**src/rtl/pmem_arbiter_pkg.sv**
```systemverilog
// Shared types for the L1I/L1D physical-memory arbiter: FSM state encoding,
// default widths and the saturating-increment helper used by its counters.
package arbiter_types;

  localparam int          ADDR_W_DEF = 32;
  localparam int          LINE_W_DEF = 256;
  localparam logic [31:0] CNT_MAX    = 32'hFFFF_FFFF;

  typedef enum logic [1:0] {
    ST_IDLE    = 2'd0,
    ST_GRANT_I = 2'd1,
    ST_GRANT_D = 2'd2
  } arb_state_e;

  function automatic logic [31:0] sat_inc(input logic [31:0] v);
    return (v == CNT_MAX) ? v : v + 32'd1;
  endfunction

endpackage

```
**src/rtl/pmem_arbiter_counter.sv**
```systemverilog
// 32-bit event counter with synchronous active-low reset, clear and
// saturation at all-ones; clear wins over increment.
module pmem_arbiter_counter
  import arbiter_types::*;
(
  input  logic        clk,
  input  logic        rst_n,
  input  logic        clr,
  input  logic        inc,
  output logic [31:0] count
);

  logic [31:0] count_q;
  logic [31:0] count_d;

  always_comb begin
    count_d = count_q;
    if (clr) begin
      count_d = '0;
    end else if (inc) begin
      count_d = sat_inc(count_q);
    end
  end

  always_ff @(posedge clk) begin
    if (!rst_n) begin
      count_q <= '0;
    end else begin
      count_q <= count_d;
    end
  end

  assign count = count_q;

endmodule

```
**src/rtl/pmem_arbiter.sv**
```systemverilog
// Round-robin arbiter sharing one physical-memory port between the L1I and
// L1D line-fill/write-back engines, with conflict and I-stall counters.
module pmem_arbiter
  import arbiter_types::*;
#(
  parameter int ADDR_W = ADDR_W_DEF,
  parameter int LINE_W = LINE_W_DEF
) (
  input  logic              clk,
  input  logic              rst_n,

  input  logic              i_pmem_read,
  input  logic [ADDR_W-1:0] i_pmem_address,
  output logic [LINE_W-1:0] i_pmem_rdata,
  output logic              i_pmem_resp,

  input  logic              d_pmem_read,
  input  logic              d_pmem_write,
  input  logic [ADDR_W-1:0] d_pmem_address,
  input  logic [LINE_W-1:0] d_pmem_wdata,
  output logic [LINE_W-1:0] d_pmem_rdata,
  output logic              d_pmem_resp,

  output logic              pmem_read,
  output logic              pmem_write,
  output logic [ADDR_W-1:0] pmem_address,
  output logic [LINE_W-1:0] pmem_wdata,
  input  logic [LINE_W-1:0] pmem_rdata,
  input  logic              pmem_resp,

  input  logic              conflict_clear,
  output logic [31:0]       conflict_count,
  output logic [31:0]       i_wait_count
);

  arb_state_e state_q;
  arb_state_e state_d;
  logic       last_i_q;
  logic       last_i_d;

  logic i_req;
  logic d_req;
  logic conflict_inc;
  logic i_wait_inc;

  assign i_req = i_pmem_read;
  assign d_req = d_pmem_read | d_pmem_write;

  // last_i_q set means I won the most recent conflict, so D wins the next one.
  always_comb begin
    state_d  = state_q;
    last_i_d = last_i_q;
    unique case (state_q)
      ST_IDLE: begin
        if (i_req && d_req) begin
          state_d  = last_i_q ? ST_GRANT_D : ST_GRANT_I;
          last_i_d = ~last_i_q;
        end else if (i_req) begin
          state_d = ST_GRANT_I;
        end else if (d_req) begin
          state_d = ST_GRANT_D;
        end
      end
      ST_GRANT_I: begin
        if (pmem_resp || !i_req) state_d = ST_IDLE;
      end
      ST_GRANT_D: begin
        if (pmem_resp || !d_req) state_d = ST_IDLE;
      end
      default: state_d = ST_IDLE;
    endcase
  end

  always_ff @(posedge clk) begin
    if (!rst_n) begin
      state_q  <= ST_IDLE;
      last_i_q <= 1'b0;
    end else begin
      state_q  <= state_d;
      last_i_q <= last_i_d;
    end
  end

  // A simultaneous D read+write is a write-back only.
  always_comb begin
    pmem_read    = 1'b0;
    pmem_write   = 1'b0;
    pmem_address = '0;
    pmem_wdata   = '0;
    i_pmem_resp  = 1'b0;
    d_pmem_resp  = 1'b0;
    unique case (state_q)
      ST_GRANT_I: begin
        pmem_read    = i_pmem_read;
        pmem_address = i_pmem_address;
        i_pmem_resp  = pmem_resp;
      end
      ST_GRANT_D: begin
        pmem_read    = d_pmem_read & ~d_pmem_write;
        pmem_write   = d_pmem_write;
        pmem_address = d_pmem_address;
        pmem_wdata   = d_pmem_wdata;
        d_pmem_resp  = pmem_resp;
      end
      default: ;
    endcase
  end

  assign i_pmem_rdata = pmem_rdata;
  assign d_pmem_rdata = pmem_rdata;

  assign conflict_inc = (state_q == ST_IDLE) && i_req && d_req;
  assign i_wait_inc   = i_req && (state_q != ST_GRANT_I);

  pmem_arbiter_counter u_conflict_cnt (
    .clk   (clk),
    .rst_n (rst_n),
    .clr   (conflict_clear),
    .inc   (conflict_inc),
    .count (conflict_count)
  );

  pmem_arbiter_counter u_i_wait_cnt (
    .clk   (clk),
    .rst_n (rst_n),
    .clr   (1'b0),
    .inc   (i_wait_inc),
    .count (i_wait_count)
  );

endmodule
```
**config.mk**
```make
export PLATFORM = sky130hd
export DESIGN_NAME = pmem_arbiter
export DESIGN_NICKNAME = d
export VERILOG_FILES = /design/src/rtl/pmem_arbiter_pkg.sv /design/src/rtl/pmem_arbiter_counter.sv /design/src/rtl/pmem_arbiter.sv
export SDC_FILE = /design/constraint.sdc
export NUM_CORES = 1
export LEC_CHECK = 0
export ABC_AREA = 1
export CAP_MARGIN = 20
export CORE_AREA = 3 3 564 566
export DETAILED_ROUTE_END_ITERATION = 7
export DIE_AREA = 0 0 567 569
export PLACE_DENSITY = 0.3
export SLEW_MARGIN = 5
export SYNTH_ARGS = -nofsm -noshare
export SYNTH_HDL_FRONTEND = slang
export SYNTH_HIERARCHICAL = 1
export SYNTH_SLANG_ARGS = --single-unit
```
**constraint.sdc**
```tcl
create_clock -name clk -period 2 [get_ports clk]
set_input_delay 0.2 -clock clk [delete_from_list [all_inputs] [get_ports clk]]
set_output_delay 0.2 -clock clk [all_outputs]
set_load 0.02 [all_outputs]
```
==> impl_summary.md, run 1 <==
Outcome
The run finished, with violations left. The checks that failed: setup timing.

Critical path
Along the worst path, the maximum fanout reaches 5. The endpoint type of the worst setup path is an output port. The required time of the critical path is 1.80 ns. By startpoint and endpoint, the worst setup path is classified as flop to output port. The type of element launching the critical path is a flop.

For the worst setup path, the data arrival time is 1.99 ns.

Route
The aggregate routed wire length is 236000 um. The pre-antenna-repair detailed-routing pass consisted of 5 iterations. Across all layers, the routed design uses 13428 vias. For this run, design rule violations remaining after detail routing come to 0. After detailed routing, the average wire length per cell comes to 37.0 um.

The number of DRC markers in iteration 0 is 699. The antenna violation net count after detailed routing is 0. The via count normalized by instance count is 2.10.

Power and ir drop
The clock network is responsible for 12.1% of the overall power. The power after layout is 0.0138 W. For this design the static power due to leakage is 10.3 nW.

The proportion of total power due to net switching is 47.1%. The power per unit of standard cell area is 525 nW/um2. Of the total power, combinational logic draws 78.0%. The analysis attributes to net switching a power of 0.00649 W. The internal portion of the total power is 0.00731 W. IR analysis of the VDD net gives a maximum drop of 0.000388 V.

The relative contribution of sequential cells to total power is 9.9%.

Timing
The setup slack of the critical path after layout is -0.191 ns. After layout, the worst path uses 110% of the clock period. Setup violations remaining at the end of the flow were counted as 218. Counting I/O delays and the setup requirement, the final critical path takes 2.19 ns. Measured against its own limit, the worst slew margin works out to 58.5%. The total count of hold-check failures in the final report is 0.

The count of final max-slew check failures is 0. The clock arrives with 0.0114 ns of skew. The worst-margin pin slew is 0.621 ns. The maximum operating frequency is 0.456 GHz. On the final layout, the worst hold slack is 0.400 ns. Setup repair after global routing could not meet its margin everywhere.

CTS
The clock slew at the register clock pins of the worst setup and hold paths is 0.06 ns. The clock passes through at most 2 buffers. In this run, CTS created clock tree buffers numbering 9. Clock tree synthesis selected as its root buffer the cell clkbuf_16. For this design, the sink count on the clock tree is 67. The H-tree depth reported by CTS is 3. The worst-skew pair later-pin latency is 0.37 ns. The TritonCTS clock tree is done.

Place
The congestion estimate from routability-driven global placement came to 0.957. The number of port buffers is 682. The number of instances in the placed design is 6272. Before CTS, the worst setup slack after placement is -0.278 ns. Once detailed placement completed, the half-perimeter wirelength came to 217000 um.

The total cell area at the placement stage is 21500 um2.

Synth
The count of distinct cell types in the synthesized netlist is 22. The net count after synthesis is 2471. Each instance of the synthesized netlist takes up on average 5.58 um2. After synthesis the netlist holds a flip-flop and latch count of 67. The Yosys step of the flow raised 6 warnings. The area of the mapped netlist is 10500 um2. buf_4 takes more of the synthesized area than any other cell. The instance count of the mapped netlist is 1882. The fraction of synthesized cell area taken by the top area cell type is 36.7%. The proportion of synthesized chip area in sequential cells is 12.8%. By area the synthesized netlist is led by buf_4, nand2_1, dfxtp_1.

Floorplanning
The number of placed I/O pins is 1451. The overall die area is 323000 um2. The die width is 567 um. The total core area is 314000 um2. The initial utilization of the core area, before any placement, comes to 3.34%. The floorplan step set the die height to 569 um. The floorplan has 206 rows.

Finish
The area added between synthesis and finish is 150%. For this run, the number of standard cells in the final layout without fillers is 6384. The finished cells cover 26300 um2. The share of final-layout standard cells stronger than drive strength 1 is 46.7%. In the final design database the tool counted 2793 nets.

Worst hold path
In this run the worst hold path is classified as input pin to output port.

GRT
The initial antenna violation count is 112. The global-route usage over all layers is 14.1%. After global routing the overflow that remains totals 0. The via count of the first global-routing pass was 13363. The first global-routing pass estimated 268000 um of wire.

The pin count of the biggest net entering global routing is 33.

Job
The tool flagged a number of max-cap violations equal to 0.
## flip-flops by register name, indices dropped and copies added, names as in the netlist
signal                count
state_q                   2
last_i_q                  1
u_conflict_cnt/count     32
u_i_wait_cnt/count       32
## worst paths after layout
| kind | from | end | slack (ns) | depth (start not counted) |
|---|---|---|---|---|
| max | state_q[1] | pmem_wdata[69] | -0.19 | 10 |
| min | pmem_rdata[166] | i_pmem_rdata[166] | 0.40 | 0 |
| max reg2reg | state_q[0] | u_conflict_cnt/count[26] | 0.05 | 13 |
| min reg2reg | last_i_q | last_i_q | 0.51 | 1 |
## synthesized netlist by cell type (all sizes together)
cell type and instances:
a21oi 75, dfxtp 67, nand3 76, nand4 8, a31oi 2, nand2 533, inv 321, ha 6
o21ai 7, and2 2, nor2 203, buf 561, nand3b 4, nor3 8, clkbuf 8, conb 1
## through the flow
stage / utilization [%] / TNS, ns
after floorplan: - / 0
after global placement: 6.84 / -8.04
after detailed placement: 6.84 / -7.52
after CTS: 7.89 / -43.99
after global routing: 8.36 / -42.22
final: 8.37 / -20.61
## timing repair
| action | 4_1_cts | 5_1_grt |
|---|---|---|
| gates resized for setup | 883 | 547 |
| setup endpoints to repair | 287 | 329 |
| pin swaps | 18 | 34 |
| cloned | 26 | 6 |
| buffers inserted | 59 | 33 |
| hold buffers | 0 | 0 |
## worst max-delay path, stage by stage, from the launching register on
cell and delay [ns]:
dfxtp_2 0.32, buf_6 0.11, ha_4 0.16, buf_12 0.15
buf_16 0.15, clkbuf_16 0.19, buf_6 0.14, nand2_2 0.05
buf_6 0.14, inv_4 0.04, buf_12 0.12
## power groups by stage
stage	Sequential [W]	Combinational [W]	Clock [W]
finish	0.00137	0.0108	0.00167
global route	0.00137	0.0113	0.00179
CTS	0.00137	0.0101	0.00175
detailed placement	0.00139	0.00748	0
global placement	0.00139	0.00752	0
floorplan	0.00140	0.00337	0
## final cells by class
cell class / count / area (um2)
Timing Repair Buffer: 880 / 11700
Clock buffer: 11 / 243
Clock inverter: 3 / 40.0
Multi-Input combinational cell: 925 / 6170
Antenna cell: 17 / 42.5
Inverter: 321 / 1500
Tap cell: 4160 / 5200
Sequential cell: 67 / 1350
Fill cell: 36553 / 288000
## placed cells by master, fill, tap and decap left out, types with 3 or more instances in the layout
master           synthesis  layout
a21oi_2                  0      10
clkbuf_16                0      15
nand2_8                  0      42
nand3_2                  0       3
nand3b_1                 4       4
nor2_2                   2       5
nand4_1                  8       8
inv_1                  321      97
nand2_4                  0     161
nand2_2                  0      31
buf_12                   0     264
nor3_2                   0       3
clkbuf_2                 0       5
clkdlybuf4s15_1          0       3
nand3_1                 76      72
buf_4                  514      89
nand2_1                533     299
inv_2                    0     108
dfxtp_2                  0       5
buf_16                   0      15
nor2_1                 197     193
clkdlybuf4s50_1          0     377
buf_6                    4      93
inv_4                    0     114
nor3_1                   8       5
o21ai_0                  5       5
nor2_4                   4       5
buf_2                   40       6
a21oi_4                  0      23
dfxtp_1                 67      62
diode_2                  0      17
a21oi_1                 75      42
buf_8                    0      20
## per-layer routing
| layer | routed length (um) | track usage [%] |
|---|---|---|
| met1 | 62400 | 10.8 |
| met2 | 101000 | 21.3 |
| met3 | 66900 | 18.6 |
| met4 | 6070 | 2.79 |
| met5 | 621 | 1.19 |
## cell families (layout without fill, tap and decap cells)
group	count (synthesis)	after routing	synth area share, %
AOI/OAI and AO/OA	84	84	4.03
adders and majority gates	6	6	0.715
buffers and inverters	890	1215	50.9
DFF	67	67	12.8
other	1	18	0.0357
and+or+nand+nor	834	834	31.5
Power figures use the tool's default switching activity.
==> run 2, diff against run 1 <==
--- a/config.mk
+++ b/config.mk
@@ -10,8 +10,8 @@
 export CORE_AREA = 3 3 564 566
 export DETAILED_ROUTE_END_ITERATION = 7
 export DIE_AREA = 0 0 567 569
+export GPL_ROUTABILITY_DRIVEN = 0
 export PLACE_DENSITY = 0.3
-export SLEW_MARGIN = 5
 export SYNTH_ARGS = -nofsm -noshare
 export SYNTH_HDL_FRONTEND = slang
 export SYNTH_HIERARCHICAL = 1
==> constraint.sdc (replaced) <==
create_clock -name clk -period 2.41 [get_ports clk]
set_input_delay 0.241 -clock clk [delete_from_list [all_inputs] [get_ports clk]]
set_output_delay 0.241 -clock clk [all_outputs]
set_load 0.02 [all_outputs]
==> impl_summary.md, run 2 (synthesis gave the netlist of run 1 again) <==
Critical path
The type of the setup path with the least slack is flop to output port. The required time of the critical path is 2.17 ns. The biggest fanout along the worst timing path is 23. The beginning of the critical path is state_q[0]. The startpoint identified for the worst register-to-register timing path is state_q[1]. The worst setup path is captured at an output port. The type of element launching the critical path is a flop. At the worst endpoint, the arrival time is 2.12 ns.

Timing
Setup repair after global routing could not meet its margin everywhere. The count of final max-slew check failures is 0. The setup slack of the critical path after layout is 0.0468 ns. The post-route clock period utilization is 98.1%. The smallest clock period supported by the final layout is computed as 2.36 ns. The worst slack on hold paths is 0.457 ns. Adding up every negative setup slack in the final design gives 0 ns. The clock skew is 0.00983 ns. Derived from the worst setup path, the maximum achievable clock frequency is 0.423 GHz. Setup violations remaining at the end of the flow were counted as 0.

In this run the tightest slew margin relative to its limit is 59.4%. The total count of hold-check failures in the final report is 0. For the pin with the worst max-slew slack, the measured transition is 0.606 ns.

Floorplanning
The total core area is 314000 um2. Once the floorplan was initialized, standard cells occupied 3.34% of the core. The die is 569 um tall. The number of placed I/O pins is 1451.

The standard-cell row count is 206. The die width is 567 um. The overall die area is 323000 um2.

Power and ir drop
Of the total power, the share spent switching nets is 45.9%. Cell internal power was estimated by the tool at 0.00474 W. In this run, flip-flops and latches consume 12.9% of the power.

Across the VDD grid, the largest voltage drop is 0.000223 V. Dividing total power by cell area gives a power density of 407 nW/um2. The leakage power is 8.83 nW. The share of total power dissipated in the clock network is 19.6%. Summed over all nets, the switching power comes to 0.00403 W. The fraction of power consumed by combinational cells is 67.4%.

GRT
The initial antenna violation count is 116. The first-pass GRT wire length is 258000 um. The total overflow left after global routing is 0. Entering global routing, the biggest net connects 68 pins.

In the global route stage, overall resource usage came out at 13.6%. The via count of the first global-routing pass is 12737.

Finish
The cell area after layout is 21500 um2. In the final design database the tool counted 2662 nets. The area added between synthesis and finish is 105%. In the layout the commonest cells are nand2_1, clkdlybuf4s50_1, inv_1.

The share of final-layout standard cells stronger than drive strength 1 is 16.1%. Leaving out fill and tap cells, the most frequent cell in the layout is nand2_1.

CTS
The TritonCTS clock tree is done. The number of buffers added to fix hold violations after cts is 0. The clock net sink count is 67.

The longest clock path from root to sink contains 2 buffers. The clock slew at the register clock pins of the worst setup and hold paths is 0.06 ns. CTS placed an instance of clkbuf_16 at the clock tree root. The number of buffers added by the clock tree synthesis step is 9. Clock latency on the worst-skew pair, taken at its later pin, is 0.38 ns. CTS built an H-tree with a depth of 3.

Place
After detailed placement, the total cell area comes to 20900 um2. Prior to clock tree synthesis, the placed netlist has a worst setup slack of 0.163 ns. The half-perimeter wire length of the detailed placement result is 216000 um.

During placement, the flow inserted port buffers numbering 682.

Outcome
The run finished with clean final reports.

Route
Using the TritonRoute via totals, the vias-per-cell ratio works out to 2.07. After detailed routing, the average wire length per cell comes to 36.6 um. The routed design has 228000 um of wire. The post-detailed-route DRC marker count is 0. In this run, the number of DRC markers left after iteration 0 of detailed routing was 772. The iteration count of the initial detailed-routing pass is 7. The antenna violation net count after detailed routing is 0.

Across all layers, the routed design uses 12913 vias.

Worst hold path
The worst hold path startpoint is last_i_q. The type of the worst min-delay path is flop to flop.

Job
The number of maximum-capacitance constraint violations is 0.
-- run 2: stage by stage --
step / instances / util [%] / power [W]
2_1_floorplan: 1882 / - / 0.00396
3_3_place_gp: 6215 / 6.65 / 0.00703
3_5_place_dp: 6215 / 6.65 / 0.00702
4_1_cts: 6235 / 6.80 / 0.00890
5_1_grt: 6239 / 6.85 / 0.00924
6_report: 6243 / 6.85 / 0.00876
-- run 2: path summary, 6_finish.rpt --
check	end	slack, ns	cells after the start
worst min register to register	last_i_q	0.46	1
worst max register to register	u_i_wait_cnt/count[21]	0.32	11
worst min-delay path	last_i_q	0.46	1
worst max-delay path	pmem_wdata[8]	0.05	6
-- run 2: routing by layer --
metal,vias to the layer above,track usage [%],wire [um]
li1,5370,-,-
met1,5497,9.16,53400
met2,1642,20.5,96300
met3,382,19.7,71100
met4,22,3.00,6760
met5,-,1.35,721
-- run 2: power by group through the flow --
stage / Clock, W / Sequential (W) / Combinational (W)
after global placement: 0 / 0.00116 / 0.00587
after floorplan: 0 / 0.00116 / 0.00280
final: 0.00172 / 0.00113 / 0.00591
after global routing: 0.00180 / 0.00114 / 0.00630
after detailed placement: 0 / 0.00116 / 0.00586
after CTS: 0.00178 / 0.00113 / 0.00599
-- run 2: area by class of cell --
cell class / count / area [um2]
diodes: 5 / 12.5
clock buffers: 10 / 229
clock inverters: 6 / 136
fillers: 36976 / 293000
inverters: 321 / 1200
multi-input cells: 925 / 3890
flip-flops and latches: 67 / 1340
well taps: 4160 / 5200
repair buffers: 749 / 9500
-- run 2: timing repair --
| action | in CTS | in global routing |
|---|---|---|
| gates resized for setup | 47 | 32 |
| setup buffers | 2 | 2 |
| gates cloned | 2 | 1 |
| setup endpoints to repair | 77 | 44 |
-- run 2: worst max-delay path, cell delays in order, from the launching register on --
cell and delay, ns:
dfxtp_1 0.34, inv_2 0.10, ha_4 0.19, buf_6 0.24
nand2_1 0.17, inv_1 0.09, clkdlybuf4s50_1 0.61
==> run 3, diff against run 2 <==
--- a/config.mk
+++ b/config.mk
@@ -5,11 +5,10 @@
 export SDC_FILE = /design/constraint.sdc
 export NUM_CORES = 1
 export LEC_CHECK = 0
-export ABC_AREA = 1
 export CAP_MARGIN = 20
-export CORE_AREA = 3 3 564 566
+export CORE_AREA = 3 3 567 569
 export DETAILED_ROUTE_END_ITERATION = 7
-export DIE_AREA = 0 0 567 569
+export DIE_AREA = 0 0 570 572
 export GPL_ROUTABILITY_DRIVEN = 0
 export PLACE_DENSITY = 0.3
 export SYNTH_ARGS = -nofsm -noshare
==> impl_summary.md, run 3 <==
Outcome
The run finished with clean final reports.

Synth
By area the synthesized netlist is led by buf_4, and2_1, dfxtp_1. The cell area that synthesis handed to floorplanning was 9600 um2. In this run the mean area of a mapped cell was 7.40 um2. Yosys mapped a number of flops with a built-in enable equal to 0. The proportion of synthesized chip area in sequential cells is 14.0%. Synthesis inferred 67 register bits. Synthesis handed over a netlist of 1297 instances.

The primary flip-flop cell chosen by synthesis mapping is dfxtp_1. The most numerous cell in the Yosys netlist is buf_4. In this run the biggest area consumer among cell types represents 40.0% of the synthesized area. Of all flip-flops after synthesis, the portion carrying an async set or reset was 0%. The most area-hungry cell type in the Yosys netlist is buf_4. The count of distinct cell types in the synthesized netlist is 48. The number of synthesis warnings is 6.

In the synthesized netlist, the cells that appear most often are buf_4, and2_1, dfxtp_1, a21oi_1, clkbuf_1.

CTS
The clock slew at the register clock pins of the worst setup and hold paths is 0.06 ns. The H-tree generated during clock tree synthesis spans 3 levels. CTS placed an instance of clkbuf_16 at the clock tree root. The clock net sink count is 67.

The TritonCTS clock tree is done. The worst-skew pair later-pin latency is 0.37 ns. Counting the buffers created by CTS gives 9.

No sink is reached through more buffers than the 2 on the longest clock path. The number of buffers added to fix hold violations after cts is 0.

Finish
For this run, the post-layout net count is 2096. The filler cells instantiated in the layout total 37132. The final cell count without fillers is 5711. The area of the multi-input gates is 4330 um2. The library cells used most frequently in the layout, excluding fill and tap cells, are clkdlybuf4s50_1, and2_1, buf_12. The sequential cell area is 1340 um2. Of the cells placed in the final design, the portion with a size suffix greater than 1 is 27.3%. The most common cell after layout, fill and taps aside is clkdlybuf4s50_1.

The area added between synthesis and finish is 113%.

Critical path
The biggest fanout along the worst timing path is 30. STA puts the critical path data arrival time at 2.17 ns. Across all register-to-register paths, the minimum setup slack is 0.05 ns. By startpoint and endpoint, the worst setup path is classified as flop to output port. The worst setup path is captured at an output port. The required time of the critical path is 2.17 ns.

The worst setup path is launched from a flop.

GRT
The met3 global-route usage is 15.2%. The total overflow left after global routing is 0. The first global-routing pass estimated 225000 um of wire. The met2 track demand over resource in global routing is 20.2%. Entering global routing, the biggest net connects 63 pins. The busiest metal layer after global routing is met2. The met1 global-route usage is 7.25%. For this run, the total global-route usage over all layers was measured as 11.8%. The initial antenna violation count was 156. The via count of the first global-routing pass is 10280.

Timing
The post-route clock period utilization is 100%. In the final timing run, aggregate negative setup slack is 0 ns. The normalized max-slew margin is 54.2%. The count of final max-slew check failures was 0. Setup repair after global routing could not meet its margin everywhere.

The worst-margin pin slew is 0.688 ns. The clock skew is 0.0126 ns. Static timing analysis puts the maximum clock frequency at 0.415 GHz.

Setup violations remaining at the end of the flow were counted as 0. The minimum period implied by the final worst setup slack is 2.41 ns. The total count of hold-check failures in the final report came to 0.

Power and ir drop
The peak supply drop is 0.000351 V. The leakage power is 6.23 nW. For this design the ratio of total power to cell area is 349 nW/um2.

Route
In the routed layout, each cell is associated on average with a via count of 1.88. In the routed design, unresolved DRC markers number 0. The first TritonRoute pass finished after 4 iterations. The detailed-route wire length per cell is 35.6 um.

The number of DRC markers in iteration 0 is 564. For this block, the via count after detailed routing is 10721. The antenna violation net count after detailed routing is 0. After detailed routing, the total wire length is 203000 um.

Floorplanning
The die covers 326000 um2. The initial utilization of the core area, before any placement, comes to 3.03%. The standard-cell row count is 207. During I/O placement, the number of pins put on the boundary was 1451. The die width is 570 um.

The floorplan step defined a core boundary enclosing 317000 um2. Measured along the y axis, the die boundary spans 572 um.

Place
The number of port buffers is 682. Summed over all nets, the half-perimeter wirelength after detailed placement is 189000 um. The number of placed instances, taps included, is 5661.

Job
Max-cap violations in this run came to 0.

Worst hold path
The min-delay analysis places its worst path in the category input pin to output port.
run 3: cell count changes after synthesis, moves of 35 or more:
cell and change:
inv_1 -307, clkbuf_1 +35, and2_1 +258, nand3_1 -52, nor2_1 -178, nor2b_1 +36, nand2_1 -500
run 3: layout make-up:
class | count | area share [%]
clock inverters | 7 | 0.373
inverters | 14 | 0.257
well taps | 4180 | 25.5
flip-flops and latches | 67 | 6.56
repair buffers | 768 | 44.8
multi-input cells | 647 | 21.2
diodes | 19 | 0.232
clock buffers | 9 | 1.10
run 3: final timing paths:
kind | start | endpoint | cells after the start
worst max-delay path | state_q[0] | pmem_wdata[21] | 6
worst min-delay path | pmem_rdata[108] | d_pmem_rdata[108] | 0
worst max register to register | state_q[0] | u_conflict_cnt/count[21] | 11
worst min register to register | u_i_wait_cnt/count[10] | u_i_wait_cnt/count[10] | 2
run 3: timing repair:
action	4_1_cts	5_1_grt
cloned	2	5
endpoints found under the setup margin	137	56
pin swaps	3	6
setup buffers	5	3
endpoints found under the hold margin	0	0
gates resized for setup	121	42
run 3: stage by stage:
stage,power (W),utilization [%],hold slack (ns),worst slack [ns],instance area [um2]
finish,0.00715,6.45,0.482,0.00109,20500
global route,0.00753,6.44,0.482,-0.0729,20400
CTS,0.00721,6.36,0.482,-0.0528,20200
detailed placement,0.00563,6.22,0.482,-0.393,19700
global placement,0.00564,6.22,0.482,-0.427,19700
floorplan,0.00360,-,0.369,0.0257,9610
run 3: kinds of logic after synthesis:
kind of cell	synth area share (%)
adders and majority gates	0.782
DFF	14.0
muxes	0.625
xor gates and xnor gates	1.19
AOI/OAI and AO/OA	9.75
buffers and inverters	43.4
other	0.0391
and+or+nand+nor	30.2
run 3: per-layer routing:
layer	share of wire [%]	vias to the layer above	wire, um
li1	-	4208	-
met1	21	4611	43600
met2	48	1420	97600
met3	27	426	55900
met4	2.8	56	5720
met5	0.21	-	423
run 3: worst max-delay path, stage by stage (launching register included):
cell and delay (ns):
dfxtp_2 0.33, inv_2 0.07, buf_4 0.12, ha_4 0.17
buf_16 0.21, and2_1 0.19, dlygate4sd2_1 0.59
run 3: report_power, final:
| group | leakage (nW) | total (W) | switching (W) | internal, W |
|---|---|---|---|---|
| registers | 0.541 | 0.00113 | 0.00000741 | 0.00112 |
| logic | 5.54 | 0.00460 | 0.00245 | 0.00215 |
| clock network | 0.143 | 0.00142 | 0.000613 | 0.000808 |
| total | 6.23 | 0.00715 | 0.00307 | 0.00408 |
